[src/rtl/dmem_port_arbiter_pkg.sv]
// Shared definitions for the data-memory port arbiter: ownership state
// encoding and grant-source tags.
package dmem_port_arbiter_pkg;

   // Memory ownership: CPU by default, EXT while a burst is in progress.
   typedef enum logic {
      S_CPU = 1'b0,
      S_EXT = 1'b1
   } arb_state_t;

   // Which requester drives the memory in the current cycle.
   typedef enum logic [1:0] {
      GNT_NONE = 2'd0,
      GNT_CPU  = 2'd1,
      GNT_EXT  = 2'd2
   } gnt_src_t;

   // Bits needed to hold a counter that saturates at limit.
   function automatic int cnt_width(input int limit);
      return (limit < 1) ? 1 : $clog2(limit + 1);
   endfunction

endpackage

[src/rtl/dmem_port_arbiter_mux.sv]
// Generic 2:1 selector used for the memory address and write-data paths.
// sel=0 passes a, sel=1 passes b.
module mux_2_to_1 #(
   parameter int WIDTH = 32
) (
   input  logic [WIDTH-1:0] a,
   input  logic [WIDTH-1:0] b,
   input  logic             sel,
   output logic [WIDTH-1:0] y
);

   genvar gi;
   generate
      for (gi = 0; gi < WIDTH; gi = gi + 1) begin : g_bit
         assign y[gi] = sel ? b[gi] : a[gi];
      end
   endgenerate

endmodule

[src/rtl/dmem_port_arbiter.sv]
// Arbiter sharing the single-port data memory between the pipeline MEM
// stage (CPU, priority) and an external loader/debug master (EXT).
// EXT is protected from starvation and may own the memory for bursts of
// up to BURST_MAX beats.
// Optional build macro: DMEM_ARB_PERF_CNT_EN adds a CPU stall-cycle counter
// on o_StallCount; without it o_StallCount is tied to zero.
module dmem_port_arbiter
   import dmem_port_arbiter_pkg::*;
#(
   parameter int DATA_WIDTH    = 32,
   parameter int ADDRESS_WIDTH = 32,
   parameter int STARVE_LIMIT  = 4,
   parameter int BURST_MAX     = 4
) (
   input  logic                     i_CLK,
   input  logic                     i_RST,
   input  logic                     i_CpuReq,
   input  logic                     i_CpuWe,
   input  logic [ADDRESS_WIDTH-1:0] i_CpuAddr,
   input  logic [DATA_WIDTH-1:0]    i_CpuWData,
   output logic [DATA_WIDTH-1:0]    o_CpuRData,
   output logic                     o_CpuStall,
   input  logic                     i_ExtReq,
   input  logic                     i_ExtWe,
   input  logic [ADDRESS_WIDTH-1:0] i_ExtAddr,
   input  logic [DATA_WIDTH-1:0]    i_ExtWData,
   output logic                     o_ExtGnt,
   output logic [DATA_WIDTH-1:0]    o_ExtRData,
   output logic                     o_ExtRValid,
   output logic                     o_MemWe,
   output logic [ADDRESS_WIDTH-1:0] o_MemAddr,
   output logic [DATA_WIDTH-1:0]    o_MemWData,
   input  logic [DATA_WIDTH-1:0]    i_MemRData,
   output logic [31:0]              o_StallCount
);

   localparam int SW = cnt_width(STARVE_LIMIT);
   localparam int BW = cnt_width(BURST_MAX);
   localparam logic [SW-1:0] STARVE_TOP = SW'(STARVE_LIMIT);
   localparam logic [BW-1:0] BURST_TOP  = BW'(BURST_MAX);

   arb_state_t    state_reg, state_next;
   logic [SW-1:0] starve_cnt_reg, starve_cnt_next;
   logic [BW-1:0] beat_cnt_reg, beat_cnt_next;
   gnt_src_t      gnt_src;
   logic          cpu_gnt;
   logic          ext_gnt;
   logic          ext_rvalid_reg;
   logic [DATA_WIDTH-1:0] ext_rdata_reg;

   // Grant selection: CPU wins ties unless EXT has been starved to the limit;
   // inside a burst EXT keeps the memory until it drops or hits BURST_MAX.
   always_comb begin
      gnt_src = GNT_NONE;
      if (state_reg == S_CPU) begin
         if (i_ExtReq && (!i_CpuReq || (starve_cnt_reg == STARVE_TOP)))
            gnt_src = GNT_EXT;
         else if (i_CpuReq)
            gnt_src = GNT_CPU;
      end else begin
         if (i_ExtReq && (beat_cnt_reg < BURST_TOP))
            gnt_src = GNT_EXT;
         else if (i_CpuReq)
            gnt_src = GNT_CPU;
      end
   end

   assign cpu_gnt = (gnt_src == GNT_CPU);
   assign ext_gnt = (gnt_src == GNT_EXT);

   // Address and write data follow EXT only when it holds the grant;
   // otherwise the CPU inputs are presented, which is harmless with We low.
   mux_2_to_1 #(.WIDTH(ADDRESS_WIDTH)) u_addr_mux (
      .a   (i_CpuAddr),
      .b   (i_ExtAddr),
      .sel (ext_gnt),
      .y   (o_MemAddr)
   );

   mux_2_to_1 #(.WIDTH(DATA_WIDTH)) u_wdata_mux (
      .a   (i_CpuWData),
      .b   (i_ExtWData),
      .sel (ext_gnt),
      .y   (o_MemWData)
   );

   // Write enable comes from the granted side and is suppressed in reset.
   assign o_MemWe    = !i_RST && ((ext_gnt && i_ExtWe) || (cpu_gnt && i_CpuWe));
   assign o_CpuStall = i_CpuReq && !cpu_gnt;
   assign o_ExtGnt   = ext_gnt;
   assign o_CpuRData = i_MemRData;
   assign o_ExtRData = ext_rdata_reg;
   assign o_ExtRValid = ext_rvalid_reg;

   // Next ownership state, burst beat count and starvation count.
   always_comb begin
      state_next      = state_reg;
      beat_cnt_next   = beat_cnt_reg;
      starve_cnt_next = starve_cnt_reg;

      if (state_reg == S_CPU) begin
         if (ext_gnt) begin
            state_next    = S_EXT;
            beat_cnt_next = BW'(1);
         end
      end else begin
         if (ext_gnt) begin
            beat_cnt_next = beat_cnt_reg + 1'b1;
         end else begin
            // Burst over (EXT dropped or hit the limit); the waiting CPU has
            // already been granted this cycle by the selection logic.
            state_next    = S_CPU;
            beat_cnt_next = '0;
         end
      end

      if (!i_ExtReq || ext_gnt)
         starve_cnt_next = '0;
      else if (starve_cnt_reg != STARVE_TOP)
         starve_cnt_next = starve_cnt_reg + 1'b1;
   end

   // State and counter registers.
   always_ff @(posedge i_CLK) begin
      if (i_RST) begin
         state_reg      <= S_CPU;
         beat_cnt_reg   <= '0;
         starve_cnt_reg <= '0;
      end else begin
         state_reg      <= state_next;
         beat_cnt_reg   <= beat_cnt_next;
         starve_cnt_reg <= starve_cnt_next;
      end
   end

   // EXT read response: capture memory data one edge after a read grant.
   always_ff @(posedge i_CLK) begin
      if (i_RST) begin
         ext_rvalid_reg <= 1'b0;
         ext_rdata_reg  <= '0;
      end else begin
         ext_rvalid_reg <= ext_gnt && !i_ExtWe;
         if (ext_gnt && !i_ExtWe)
            ext_rdata_reg <= i_MemRData;
      end
   end

`ifdef DMEM_ARB_PERF_CNT_EN
   logic [31:0] stall_count_reg;

   // Free-running count of CPU stall cycles, wrapping at 2^32.
   always_ff @(posedge i_CLK) begin
      if (i_RST)
         stall_count_reg <= '0;
      else if (o_CpuStall)
         stall_count_reg <= stall_count_reg + 32'd1;
   end

   assign o_StallCount = stall_count_reg;
`else
   assign o_StallCount = 32'd0;
`endif

endmodule

[config.mk]
export PLATFORM = sky130hd
export DESIGN_NAME = dmem_port_arbiter
export DESIGN_NICKNAME = d
export VERILOG_FILES = /design/src/rtl/dmem_port_arbiter_pkg.sv /design/src/rtl/dmem_port_arbiter_mux.sv /design/src/rtl/dmem_port_arbiter.sv
export SDC_FILE = /design/constraint.sdc
export NUM_CORES = 1
export LEC_CHECK = 0
export ABC_AREA = 1
export CAP_MARGIN = 20
export CORE_AREA = 2 2 130 132
export DETAILED_ROUTE_END_ITERATION = 6
export DIE_AREA = 0 0 132 134
export DONT_BUFFER_PORTS = 1
export GPL_ROUTABILITY_DRIVEN = 0
export PLACE_DENSITY = 0.37
export SETUP_SLACK_MARGIN = 0.1
export SLEW_MARGIN = 10
export SYNTH_ARGS = -nofsm -noshare
export SYNTH_HDL_FRONTEND = slang
export SYNTH_SLANG_ARGS = --single-unit
[constraint.sdc]
create_clock -name i_CLK -period 2.5 [get_ports i_CLK]
set_clock_uncertainty 0.2 [all_clocks]
set_input_delay 0.5 -clock i_CLK [delete_from_list [all_inputs] [get_ports i_CLK]]
set_output_delay 0.5 -clock i_CLK [all_outputs]
set_load 0.005 [all_outputs]
Word level (Yosys, flattened, before mapping)
Cells that the tools add are included.

storage, ports and cells
  register bits = 40
  latch bits = 0
  bits in writable memories = 0
  ROM bits = 0
  input bits = 166
  logic and storage cells = 101
  memories = 0

operators by class
  add/subtract/negate cells = 2
  multiply operators = 0
  divide/modulo/power cells = 0
  $lt $le $gt $ge = 1
  eq/ne operators = 4
  shift-type cells = 0
  muxes and demuxes = 72
  bitwise logic cells = 0
  reductions and logical operators = 17

operators by type and width
  cell                 count
  $mux 1               66
  $mux 3               3
  $logic_and 1x1->1    7
  $add 3x1->3 const B  2
  $mux 2               3
  $logic_not 1->1      5
  $eq 3x3->1 const B   1
  $logic_or 1x1->1     3
  $lt 3x3->1 const B   1
  $ne 3x3->1 const B   1
  $eq 2x1->1 const B   1
  $eq 2x2->1 const B   1
  $reduce_bool 2->1    1
  $reduce_or 2->1      1

Logic depth before layout (Yosys ltp)
  word-level depth = 9
  gate-level depth with buffers = 11

Cells and area by module
From an unflattened synthesis, not the netlist that was laid out.

second synthesis, totals
  cells, all modules = 536
  area, all modules = 3278.1 um^2

modules (own cells, without submodules)
  module             times used  cells each  area an instance (um^2)  sequential area each (um^2)
  dmem_port_arbiter  1           328         2294.7                   800.8
  mux_2_to_1         2           104         491.7                    0.0

Worst setup path after synthesis
OpenSTA, ideal clock, no wires.

  path type = flip-flop to output port
  from = reg starve_cnt_reg[0]
  to = out o_MemWe
  arrival = 1.317 ns
  data required time = 1.800 ns
  setup slack = 0.483 ns
  stages on the path, launching flop included = 11
  path buffers = 2
  cells stage by stage = dfxtp_1 > inv_1 > ha_1 > nand2_1 > nand2_1 > nand2_2 > nand2_4 > buf_6 > buf_6 > a21oi_1 > nor2_1

between the ends
  longest elaborated chain between the ends = 9

ends and longest elaborated chain
  what                                             RTL line                                          RTL
  start: declaration                               dmem_port_arbiter.sv:43                           logic [SW-1:0] starve_cnt_reg, starve_cnt_next;
  start signal: assignment                         dmem_port_arbiter.sv:132                          starve_cnt_reg <= starve_cnt_next;
  $eq 3x3->1 (*)                                   dmem_port_arbiter.sv:56                           if (i_ExtReq && (!i_CpuReq || (starve_cnt_reg == STARVE_TOP)))
  $logic_or 1x1->1 (*)                             dmem_port_arbiter.sv:56
  $logic_and 1x1->1 (*)                            dmem_port_arbiter.sv:56
  $mux 2 (*)                                       dmem_port_arbiter.sv:56
  $mux 2 (*)                                       dmem_port_arbiter.sv:55                           if (state_reg == S_CPU) begin
  $eq 2x2->1 / $eq 2x1->1 (equally long branches)  dmem_port_arbiter.sv:69, dmem_port_arbiter.sv:68
  $logic_and 1x1->1                                dmem_port_arbiter.sv:88                           assign o_MemWe = !i_RST && ((ext_gnt && i_ExtWe) || (cpu_gnt && i_CpuWe));
  $logic_or 1x1->1 (*)                             dmem_port_arbiter.sv:88
  $logic_and 1x1->1 (*)                            dmem_port_arbiter.sv:88
  end: declaration                                 dmem_port_arbiter.sv:30                           output logic o_MemWe,

Every way passes the cells marked *; elsewhere a longest branch is shown, timed or not.

Final worst setup path
  from = reg starve_cnt_reg[1]
  to = out o_MemAddr[6]

between the ends
  longest elaborated chain between the ends = 7

ends and longest elaborated chain
  what               RTL line                     RTL
  $eq 3x3->1         dmem_port_arbiter.sv:56
  $logic_or 1x1->1   dmem_port_arbiter.sv:56
  $logic_and 1x1->1  dmem_port_arbiter.sv:56
  $mux 2             dmem_port_arbiter.sv:56
  $mux 2             dmem_port_arbiter.sv:55
  $eq 2x2->1         dmem_port_arbiter.sv:69      assign ext_gnt = (gnt_src == GNT_EXT);
  $mux 1             dmem_port_arbiter_mux.sv:15  assign y[gi] = sel ? b[gi] : a[gi];
  end: declaration   dmem_port_arbiter.sv:31      output logic [ADDRESS_WIDTH-1:0] o_MemAddr,

No other way between the ends.

==> flow_summary_export.csv <==
group,metric,value,unit
sta,fin_tns_setup,0,ns
critical_path,r2r_cells,12,
hold_path,hold_depth,1,
sta,setup_viol,0,
critical_path,worstPathRequired,1.80,ns
clocking,cts-buffers-inserted,5,
power,cellLeakagePower,1.776,nW
critical_path,regToRegEndpoint,"o_ExtRData[9]$_SDFFE_PP0P_",
synthesis,largest_area_contributor_in_the_netlist,"nand2_1",
grt,first_global_vias,2862,
synthesis,synth.lib_cells_used.distinct,21,
clocking,clkLatencyLatePin,0.28,ns
status,outcome,"finished clean",
critical_path,timing.critical_path.from,"starve_cnt_reg[1]$_SDFFE_PP0N_",
synthesis,post_synth_most_frequent_cells,"nand2_1, buf_4, dfxtp_1, inv_1, nor2_1",
final_layout,area_added_between_synthesis_and_finish,12.40,%
synthesis,ys_seq_area_share,25.69,%
power,power.density_cell_area,546.4,nW/um2
critical_path,regToRegSetupSlack,0.35,ns
clocking,cts.hold.buffers_added,0,
final_layout,stdcell_area,3503,um2
power,clock_power_share,35.1,%
grt,wire_length_of_the_first_global_routing_pass,18.69,mm
power,cell_internal_power,1.293,mW
final_layout,design.final.nets,665,
sta,fmax,428.4,MHz
floorplan,fp.dieH,134,um
routing,first_pass_iters,4,
grt,grtUsageTotal,14.21,%
power,switching_power,621.4,uW
synthesis,yosysWarningCount,0,
routing,vias_per_cell,4.150,
critical_path,crit_path_max_fanout,7,
routing,ant_nets,0,
clocking,total_number_of_clock_tree_sinks,40,
routing,remaining_drc_errors,0,
floorplan,ios,330,
routing,dr.first_iter.drc_count,93,
clocking,cts-htree-levels,2,
final_layout,final_layout_size_suffix_gt1_share,15.52,%
synthesis,yosysTopAreaCellShare,27.58,%
place,detailed_place.area,2917,um2
clocking,cts-root-to-sink-buffers,2,
synthesis,asyncSetResetFlopFracSynth,0,%
place,place_hpwl,10.13,mm
critical_path,timing.critical_path.from_type,"flop",
sta,rsz_0062_raised_after_global_routing,"yes",
floorplan,initial_utilization,19.13,%
run,max_cap_violations,0,
floorplan,die_outline_area,17690,um2
grt,grt_max_degree,52,
routing,dr_total_vias,2988,
sta,finalWorstPathRequiredPeriod,2.334,ns
synthesis,synth_top_flop_cell,"dfxtp_1",
routing,wl,13.55,mm
clocking,cts_tree,"built",
grt,gr-total-overflow,0,
synthesis,synthesis.instances,532,
power,seqPwrFrac,37.1,%
routing,post_detailed_route_wirelength_per_cell,18.82,um
synthesis,synth.area.top_cells,"nand2_1, dfxtp_1, buf_4",
power,p_comb_share,27.8,%
hold_path,hold_path.class,"input pin to flop",
clocking,cts.root.buffer_cell,"clkbuf_16",
synthesis,synth_edf_count,0,
synthesis,synth.cell_area,3117,um2
synthesis,synth-seq-cells,40,
final_layout,nFillCells,1905,
place,place.port_buffers,0,
clocking,register_clock_pin_slew_on_the_reported_worst_setup_and_hold_paths,0.06,ns
power,sw_frac_of_total,32.46,%
critical_path,worst-endpoint-arrival,1.63,ns
final_layout,largest_register_ff_count,32,
critical_path,crit_path_end,"o_MemAddr[6]",
critical_path,setup.worst_path.end_class,"primary output",
synthesis,synthMostInstantiatedCell,"nand2_1",
synthesis,synth.avg_cell_area,5.859,um2
power,peakVddDrop,0.0002775,V
critical_path,reg2reg_from,"starve_cnt_reg[1]$_SDFFE_PP0N_",
floorplan,core_area,16290,um2
sta,layout_worst_path_cycle_share,93.37,%
floorplan,fp.dieW,132,um
grt,grt_antenna_before_repair,4,
critical_path,crit_type,"flop to primary output",
sta,maxSlewViolCount,0,
sta,final_hold_viol_count,0,
floorplan,core.rowCount,47,
[placed cells by master, fill, tap and decap left out]
cell / n
a21oi_1: 35
a21oi_2: 1
buf_12: 3
buf_16: 6
buf_4: 8
buf_6: 1
buf_8: 1
bufbuf_16: 1
clkbuf_16: 6
clkbuf_8: 2
clkinv_1: 1
clkinv_8: 1
conb_1: 32
dfxtp_1: 38
dfxtp_2: 2
diode_2: 4
ha_1: 2
ha_4: 1
inv_1: 37
inv_2: 4
nand2_1: 193
nand2_2: 35
nand2_4: 2
nand2_8: 1
nand3_1: 36
nand3b_1: 1
nand4_1: 2
nor2_1: 38
nor2_2: 2
o21ai_0: 3
xor2_1: 1
[per-stage QoR]
stage | power [mW] | utilization [%] | hold slack (ns) | setup slack [ns] | std cells
finish | 1.914 | 21.51 | 0.08123 | 0.1659 | 720
global route | 2.038 | 21.51 | 0.06714 | 0.06287 | 720
CTS | 1.932 | 20.67 | 0.06954 | 0.04601 | 712
detailed placement | 1.138 | 17.90 | 0.2690 | 0.1354 | 695
global placement | 1.127 | 17.90 | 0.2950 | 0.1769 | 695
floorplan | 1.113 | - | 0.2510 | 0.4827 | 563
[power by group through the flow]
| stage | logic, mW | registers (mW) | clock network, mW |
|---|---|---|---|
| final | 0.533 | 0.710 | 0.672 |
| after detailed placement | 0.415 | 0.723 | 0 |
| after global routing | 0.596 | 0.715 | 0.728 |
| after global placement | 0.403 | 0.724 | 0 |
| after CTS | 0.515 | 0.710 | 0.707 |
| after floorplan | 0.401 | 0.712 | 0 |
[layout make-up]
cell class,instances,area (um2),area share [%]
Sequential cell,40,803.3,22.93
Multi-Input combinational cell,385,1719,49.07
Antenna cell,4,10.01,0.2857
Tap cell,220,275.3,7.857
Inverter,43,173.9,4.964
Clock buffer,7,152.6,4.357
Timing Repair Buffer,21,369.1,10.54
[routing by layer]
metal  global-route usage, %  share of wire [%]  vias to the layer above
met4                   8.756                3.2                        0
li1                        -                  -                     1445
met2                   22.92                 49                      193
met5                       0                  0                        -
met3                   6.614                 11                       24
met1                   15.18                 36                     1326
[logic make-up after synthesis]
kind of cell / synth area share [%]
AO/OA/AOI/OAI: 6.262
XOR/XNOR: 0.2811
adder cells (fa/ha/maj): 1.204
buffers and inverters: 27.06
flip-flops: 25.69
other: 0.1203
AND/OR/NAND/NOR: 39.38
[critical path, cell delays in order, from the launching register on]
cell and delay (ns):
dfxtp_2 0.32, inv_2 0.07, ha_4 0.13, nand2_2 0.06, nand2_2 0.07, nand2_4 0.07, nand2_8 0.11, clkinv_8 0.09
bufbuf_16 0.28, nand2_2 0.06, nand2_2 0.08
[how the worst min path moves through the flow]
| stage | start | to | slack, ns |
|---|---|---|---|
| global route | i_RST | beat_cnt_reg[2]$_SDFFE_PP0P_ | 0.07 |
| CTS | i_RST | o_ExtRValid$_SDFF_PP0_ | 0.07 |
| floorplan | beat_cnt_reg[2]$_SDFFE_PP0P_ | beat_cnt_reg[2]$_SDFFE_PP0P_ | 0.25 |
| detailed placement | beat_cnt_reg[2]$_SDFFE_PP0P_ | beat_cnt_reg[2]$_SDFFE_PP0P_ | 0.27 |
| finish | i_RST | beat_cnt_reg[1]$_SDFFE_PP0P_ | 0.08 |
| global placement | beat_cnt_reg[2]$_SDFFE_PP0P_ | beat_cnt_reg[2]$_SDFFE_PP0P_ | 0.30 |
[what timing repair did]
| item | CTS | global route |
|---|---|---|
| pin swaps | 4 | 11 |
| buffers inserted | 4 | 3 |
| gates cloned | 6 | 1 |
| gates resized for setup | 31 | 30 |
| setup endpoints to repair | 66 | 89 |
Power figures use the tool's default switching activity.
